===== src/rtl/rv32i_types.sv =====
// Shared RV32I pipeline types: 2-bit branch-predictor counter states.
package rv32i_types;

    typedef enum logic [1:0] {
        STRONG_NT = 2'd0,
        WEAK_NT   = 2'd1,
        WEAK_T    = 2'd2,
        STRONG_T  = 2'd3
    } bp_ctr_t;

    localparam bp_ctr_t BP_CTR_RESET = WEAK_NT;

endpackage


===== src/rtl/bp_sat_ctr.sv =====
// Next-state logic for one 2-bit saturating predictor counter.
import rv32i_types::*;

module bp_sat_ctr (
    input  bp_ctr_t i_state,
    input  logic    i_taken,
    output bp_ctr_t o_next
);

    // Step one state toward the resolved outcome, clamping at both ends.
    always_comb begin
        o_next = BP_CTR_RESET;
        case (i_state)
            STRONG_NT: o_next = i_taken ? WEAK_NT  : STRONG_NT;
            WEAK_NT:   o_next = i_taken ? WEAK_T   : STRONG_NT;
            WEAK_T:    o_next = i_taken ? STRONG_T : WEAK_NT;
            STRONG_T:  o_next = i_taken ? STRONG_T : WEAK_T;
            default:   o_next = BP_CTR_RESET;
        endcase
    end

endmodule


===== src/rtl/branch_predictor.sv =====
// Gshare-style branch predictor: flop-based table of 2-bit counters indexed by PC xor global history.
import rv32i_types::*;

module branch_predictor #(
    parameter int BHT_IDX_BITS = 5,
    parameter int GHR_BITS     = 5
) (
    input  logic                    clk,
    input  logic                    rst,
    input  logic [31:0]             pred_pc,
    output logic                    pred_taken,
    output logic [BHT_IDX_BITS-1:0] pred_idx,
    input  logic                    upd_valid,
    input  logic [BHT_IDX_BITS-1:0] upd_idx,
    input  logic                    upd_br_en,
    input  logic                    upd_pred_taken,
    output logic                    mispredict,
    output logic [31:0]             br_total,
    output logic [31:0]             br_miss
);

    localparam int BHT_ENTRIES = 1 << BHT_IDX_BITS;

    bp_ctr_t                 r_bht [BHT_ENTRIES];
    logic [GHR_BITS-1:0]     r_ghr;
    logic                    r_mispredict;
    logic [31:0]             r_br_total;
    logic [31:0]             r_br_miss;

    logic [BHT_IDX_BITS-1:0] w_pred_idx;
    bp_ctr_t                 w_pred_ctr;
    bp_ctr_t                 w_ctr_next;
    logic [GHR_BITS-1:0]     w_ghr_next;
    logic                    w_miss;
    logic                    w_unused_pc;

    assign w_unused_pc = ^{pred_pc[31:BHT_IDX_BITS+2], pred_pc[1:0]};
    assign w_pred_idx  = pred_pc[BHT_IDX_BITS+1:2] ^ BHT_IDX_BITS'(r_ghr);
    // No bypass: a same-cycle update to this entry shows up one cycle later.
    assign w_pred_ctr  = r_bht[w_pred_idx];
    assign pred_taken  = w_pred_ctr[1];
    assign pred_idx    = w_pred_idx;
    assign w_miss      = upd_valid & (upd_br_en != upd_pred_taken);

    assign mispredict  = r_mispredict;
    assign br_total    = r_br_total;
    assign br_miss     = r_br_miss;

    bp_sat_ctr u_sat_ctr (
        .i_state (r_bht[upd_idx]),
        .i_taken (upd_br_en),
        .o_next  (w_ctr_next)
    );

    generate
        if (GHR_BITS == 1) begin : g_ghr_one
            assign w_ghr_next = upd_br_en;
        end else begin : g_ghr_shift
            assign w_ghr_next = {r_ghr[GHR_BITS-2:0], upd_br_en};
        end
    endgenerate

    // Counter table: every entry is a flop so reset clears it asynchronously.
    always_ff @(posedge clk or posedge rst) begin
        if (rst) begin
            for (int i = 0; i < BHT_ENTRIES; i++) begin
                r_bht[i] <= BP_CTR_RESET;
            end
        end else if (upd_valid) begin
            r_bht[upd_idx] <= w_ctr_next;
        end
    end

    // Non-speculative history, mispredict pulse and branch statistics.
    always_ff @(posedge clk or posedge rst) begin
        if (rst) begin
            r_ghr        <= '0;
            r_mispredict <= 1'b0;
            r_br_total   <= 32'd0;
            r_br_miss    <= 32'd0;
        end else begin
            r_mispredict <= w_miss;
            if (upd_valid) begin
                r_ghr      <= w_ghr_next;
                r_br_total <= r_br_total + 32'd1;
            end
            if (w_miss) begin
                r_br_miss <= r_br_miss + 32'd1;
            end
        end
    end

endmodule


===== config.mk =====
export PLATFORM = sky130hd
export DESIGN_NAME = branch_predictor
export DESIGN_NICKNAME = d
export VERILOG_FILES = /design/src/rtl/rv32i_types.sv /design/src/rtl/bp_sat_ctr.sv /design/src/rtl/branch_predictor.sv
export SDC_FILE = /design/constraint.sdc
export NUM_CORES = 1
export LEC_CHECK = 0
export ABC_AREA = 1
export CAP_MARGIN = 5
export CELL_PAD_IN_SITES_DETAIL_PLACEMENT = 2
export CELL_PAD_IN_SITES_GLOBAL_PLACEMENT = 2
export CORE_AREA = 5 5 226 118
export DETAILED_ROUTE_END_ITERATION = 7
export DIE_AREA = 0 0 231 123
export PLACE_DENSITY_LB_ADDON = 0.15
export REMOVE_ABC_BUFFERS = 1
export SLEW_MARGIN = 15
export SYNTH_ARGS = -nofsm -noshare
export SYNTH_HDL_FRONTEND = slang
export SYNTH_SLANG_ARGS = --single-unit

===== constraint.sdc =====
create_clock -name clk -period 5.5 [get_ports clk]
set_clock_uncertainty 0.05 [all_clocks]
set_input_delay 1.65 -clock clk [delete_from_list [all_inputs] [get_ports clk]]
set_output_delay 1.65 -clock clk [all_outputs]
set_load 0.01 [all_outputs]

After elaboration in Yosys (flattened, before gate mapping)
Index checks and enable logic that the tools add are counted.
{ "classes": {"shift": 0, "add_sub_neg": 2, "reduce_logical": 2, "div": 0, "mux": 14, "eq_ne": 4, "order_cmp": 3, "n_bitwise": 4, "mul": 0} }
{ "op_table": {"columns": ["operator", "count"], "rows": [
  ["32-bit by 1-bit adder with 32-bit output, second input constant", 2],
  ["64-bit bitwise mux", 1],
  ["2-bit binary-select mux with 5-bit select", 2],
  ["2-bit two-way mux", 7],
  ["6-bit greater-or-equal comparator, second input constant", 2],
  ["5-bit inverter with 6-bit output", 2],
  ["2-bit demux with 5-bit select", 1],
  ["2-bit one-hot mux with 4 select lines", 1],
  ["6-bit by 1-bit < comparator with 1-bit output, second input constant", 1],
  ["5-bit XOR", 1],
  ["2-bit == test, second input constant", 2],
  ["2-bit by 1-bit == test with 1-bit output, second input constant", 1],
  ["2-bit zero test", 1],
  ["1-bit two-way mux", 2],
  ["1-bit bitwise AND", 1],
  ["1-bit logical AND", 1],
  ["1-bit != test", 1]
]} }
{ "totals": {"output_inout_bits": 71, "n_memories": 0, "mem_bits_ro": 0, "latch_bits": 0, "reg_bits": 134, "mem_bits_rw": 0, "input_bits": 42} }

Logic depth before layout (Yosys ltp)
{ "depth": {"word_depth": 7, "depth_mapped": 15} }

By module
Synthesis repeated with hierarchy kept, for this count alone.
{ "unflattened": {"cells_unflattened": 916, "hier_area_um2": 7165.6} }
{ "modules_own_cells": {"columns": ["mod", "seq_area_each_um2", "area_each_um2", "instances", "cells_per_inst"], "rows": [
  ["branch_predictor", 3393.3, 7144.4, 1, 911],
  ["bp_sat_ctr", 0.0, 21.3, 1, 5]
]} }

Least setup slack after synthesis
Ideal clock, no wire load.
{ "synth_path": {"path_kind": "input port to output port", "from": "input port pred_pc[3]", "to": "output port pred_taken", "arrival_time_ns": 2.709, "cell_stages": 8, "slack_ns": 1.091, "required_ns": 3.800, "path_cell_list": "xnor2_2 > clkinv_1 > o211ai_1 > nand3_1 > nand3_1 > nand2_1 > nand2_1 > nand2_1"} }
{ "synth_via": {"elab_chain_cells": 5} }
{ "synth_rtl": {"columns": ["item", "line", "source"], "rows": [
  ["start, declared", "branch_predictor.sv:10", "input logic [31:0] pred_pc,"],
  ["5-bit XOR", "branch_predictor.sv:38", "assign w_pred_idx = pred_pc[BHT_IDX_BITS+1:2] ^ BHT_IDX_BITS'(r_ghr);"],
  ["named net pred_idx[1]", "branch_predictor.sv:12", "output logic [BHT_IDX_BITS-1:0] pred_idx,"],
  ["5-bit inverter with 6-bit output (implied by the code)", "branch_predictor.sv:40", "assign w_pred_ctr = r_bht[w_pred_idx];"],
  ["2-bit binary-select mux with 5-bit select", "branch_predictor.sv:40", null],
  ["2-bit two-way mux (implied by the code) (2 in a row)", "branch_predictor.sv:40", null],
  ["end, declared", "branch_predictor.sv:11", "output logic pred_taken,"]
]} }
The timed path passes the listed nets, and every way through them passes these cells. The select of a mux whose other input is x is not followed.

Final worst setup path
{ "layout_path": {"from": "input port pred_pc[3]", "to": "output port pred_taken"} }
{ "layout_via": {"elab_chain_cells": 5} }
{ "layout_rtl": {"columns": ["item", "line"], "rows": [
  ["5-bit XOR", "branch_predictor.sv:38"],
  ["5-bit inverter with 6-bit output (implied by the code)", "branch_predictor.sv:40"],
  ["2-bit binary-select mux with 5-bit select", "branch_predictor.sv:40"],
  ["2-bit two-way mux (implied by the code) (2 in a row)", "branch_predictor.sv:40"]
]} }
Every way passes these cells. The select of a mux whose other input is x is not followed.

==> results.md <==
- The power per unit of standard cell area is 334 nW/µm².
- The detailed router finished its first iteration with 358 violations.
- After detailed routing, the total wire length is 26,700 µm.
- The critical path class is in2out.
- Counting distinct cell types in the post-synthesis netlist gives 30.
- Entering global routing, the biggest net connects 80 pins.
- The required time of the critical path is 3.80 ns.
- The internal power is 2.06 mW.
- The wire-length estimate of the detail-placed layout is 19,700 µm.
- The flow ran to the end, and the final reports show no timing, DRC or antenna violations.
- The signal on the critical path passes through clkdlybuf4s50_1 > xnor2_4 > clkinvlp_4 > buf_4 > o211ai_1 > nand3_1 > nand3_1 > nand2_1 > nand2_1 > nand2_1 > clkdlybuf4s50_1.
- The first global-routing pass estimated 42,200 µm of wire.
- The tree built by TritonCTS fans out to 134 sinks.
- The analysis attributes to net switching a power of 950 µW.
- The final antenna diode count is 0.
- The average detailed-routed wire length per instance is 19.1 µm.
- The most used flip-flop cell after synthesis is dfrtp_1.
- The cell seen most often among critical-path stages is nand2_1.
- Of the total power, the clock network draws 0.376.
- The slowest library cell on the worst path is clkdlybuf4s50_1.
- The number of global-route vias before repair is 7,117.
- The worst setup path is launched from a primary input.
- Before antenna repair, the detailed router went through 4 iterations.
- After detailed routing, the number of remaining DRC violations is 0.
- The average instance area after synthesis is 7.42 µm².
- The part of the Yosys area used for sequential elements is 0.472.
- The via density per instance is 4.72.
- The count of antenna-violating nets left after detailed routing is 0.
- The residual overflow from global routing is 0.
- Setup repair after global routing left no endpoint under its margin.
- The actual slew at the worst max-slew pin is 0.784 ns.
- The count of endpoints failing setup in the final report is 0.
- The share of total power dissipated in sequential elements is 0.422.
- In this run, synthesis produced a sequential element count of 134.
- Including well taps, the total number of placed cells is 1,364.
- The largest single stage delay on the critical path is 0.49 ns.
- The gate count of the mapped netlist is 970.
- For this configuration, the core starts out at a cell density of 0.292.
- The multi-input combinational cell area is 3280 µm².
- After clock tree synthesis, the flow added hold-fix buffers numbering 0.
- The remaining max-slew budget at the tightest pin is 0.477.
- The initial antenna violation count is 0.
- The number of violations of the max-capacitance limit is 0.
- The share of total power dissipated in combinational logic is 0.202.
- The clock root buffer is clkbuf_16.
- The fraction of final layout cells sized beyond drive strength 1 is 0.0781.
- The switching share of total power is 0.316.
- The filler-free cell count of the finished design is 1,397.
- In this run the deepest clock path goes through 2 buffers.
- Routability-driven placement finished with a final weighted congestion of 0.807.
- The maximum VDD drop is 0.164 mV.
- The source-to-sink clock delay at the later pin of the worst-skew pair is 0.44 ns.
- The clock-pin slew on the worst setup and hold paths is 0.06 ns.
- The number of enable flip-flop cells after synthesis is 0.
- The count of warnings emitted by yosys is 0.
- The global routing usage summed across all routing layers is 0.195.
- The accumulated negative setup slack is 0 ns.
- The final cycle utilization of the critical path is 0.973.
- The final number of hold-violating endpoints is 0.
- TritonCTS built the clock tree.
- For this design the static power due to leakage is 4.31 nW.
- Measured on the finished design, the core utilization comes to 0.366.
- TritonCTS created 17 clock buffers.
- The clock tree synthesis step divided the H-tree into 4 levels.
- Summing every instance area after synthesis gives 7200 µm².
- For the worst setup path, the data arrival time is 3.65 ns.
- The number of port buffers is 85.
- During I/O placement, the number of pins put on the boundary was 113.
- The share of flip-flops with an asynchronous set or reset after synthesis is 1.00.
- The overall power is 3.01 mW.
- For this block, the via count after detailed routing is 6,588.
- The count of fill cells added during filler insertion is 2,880.
- Static timing analysis puts the maximum clock frequency at 0.187 GHz.
- From left edge to right edge, the die measures 231 µm.
- In this run the core area contains 41 standard-cell rows.
- The critical path endpoint category is an output pin.
- The die covers 28,400 µm².
- The layout overhead on the synthesized area is 25.2%.
- The clock period could shrink to 5.35 ns.
- The path class of the lowest-slack min-delay path is reg2reg.
- The maximum fanout along the worst path is 9.
- The final net count is 1,106.
- In this run the vertical extent of the chip is 123 µm.
- The number of pins with negative max-slew slack in the final report is 0.
- The minimum hold slack is 0.417 ns.
- The core region is 24,600 µm².
- Registers take 3390 µm².
cells in the mapped netlist, drive strengths merged (6+ instances only):
| cell type | n | area share |
|---|---|---|
| nand3 | 62 | 0.044 |
| o211ai | 16 | 0.017 |
| nand2 | 410 | 0.21 |
| nor2 | 85 | 0.045 |
| o21ai | 20 | 0.014 |
| buf | 17 | 0.015 |
| dfstp | 32 | 0.12 |
| clkbuf | 6 | 0.0031 |
| nand4 | 16 | 0.015 |
| xnor2 | 26 | 0.033 |
| xor2 | 38 | 0.046 |
| nor3 | 26 | 0.019 |
| inv | 106 | 0.055 |
| dfrtp | 102 | 0.35 |
layout make-up:
class	count	area share
clock inverters	8	0.00819
clock buffers	24	0.0546
well taps	322	0.0447
repair buffers	96	0.106
inverters	107	0.0456
multi-input cells	706	0.364
flip-flops and latches	134	0.377
power by group through the flow:
stage	sequential (mW)	clock, mW	combinational [mW]
after floorplan	1.26	0	0.299
after global placement	1.28	0	0.590
after detailed placement	1.28	0	0.609
after CTS	1.27	1.16	0.615
after global routing	1.29	1.20	0.675
final	1.27	1.13	0.607
repair_timing:
item / in CTS / in global routing
endpoints found under the setup margin: 0 / 1
setup buffers: 0 / 1
resized for setup: 0 / 2
placed cells by master, fill, tap and decap left out, drive strengths merged:
master and instances:
a21oi 1, and3 1, buf 12, bufinv 1, clkbuf 24, clkdlybuf4s50 84
clkinv 5, clkinvlp 3, dfrtp 102, dfstp 32, ha 2, inv 106
nand2 410, nand3 62, nand3b 1, nand4 16, nor2 85, nor3 26
nor4 2, o211ai 16, o21ai 20, xnor2 26, xor2 38
metal layers:
metal / up-vias / track usage / part of all wire
li1: 3192 / - / -
met1: 3276 / 0.310 / 0.55
met2: 99 / 0.265 / 0.39
met3: 21 / 0.0374 / 0.049
met4: 0 / 0.0490 / 0.011
met5: - / 0 / 0
state kept, by name (all words and copies together), names as in the netlist:
| register | cells |
|---|---|
| r_ghr | 5 |
| br_total | 32 |
| r_bht | 64 |
| mispredict | 1 |
| br_miss | 32 |
cells by family after synthesis:
family / Yosys count / synth area share
simple gates: 603 / 0.341
flops: 134 / 0.472
buf+inv: 130 / 0.0737
xor+xnor: 64 / 0.0789
compound gates: 37 / 0.0313
fa+ha+maj: 2 / 0.00348
critical path: cells and delay by family:
family | cells | cell delay, ns
simple gates | 5 | 0.37
buf+inv | 4 | 1.27
compound gates | 1 | 0.09
xor+xnor | 1 | 0.29
stage by stage:
stage	worst slack, ns	area [µm²]
3_3_place_gp	0.0580	8420
3_5_place_dp	0.00443	8420
6_report	0.147	9010
2_1_floorplan	0.270	7070
4_1_cts	0.0000755	8990
5_1_grt	0.0108	9010
final timing paths:
kind / cells after the start / end / slack (ns) / startpoint
max reg2reg: 8 / br_miss[31] / 3.37 / br_miss[3]
max: 11 / pred_taken / 0.15 / pred_pc[3]
min in group asynchronous: 2 / br_total[7] / 1.64 / rst
min reg2reg: 2 / r_bht[52] / 0.42 / r_bht[52]
max in group asynchronous: 3 / br_miss[25] / 2.97 / rst
min: 2 / r_bht[52] / 0.42 / r_bht[52]
(Power assumes the default switching activity.)
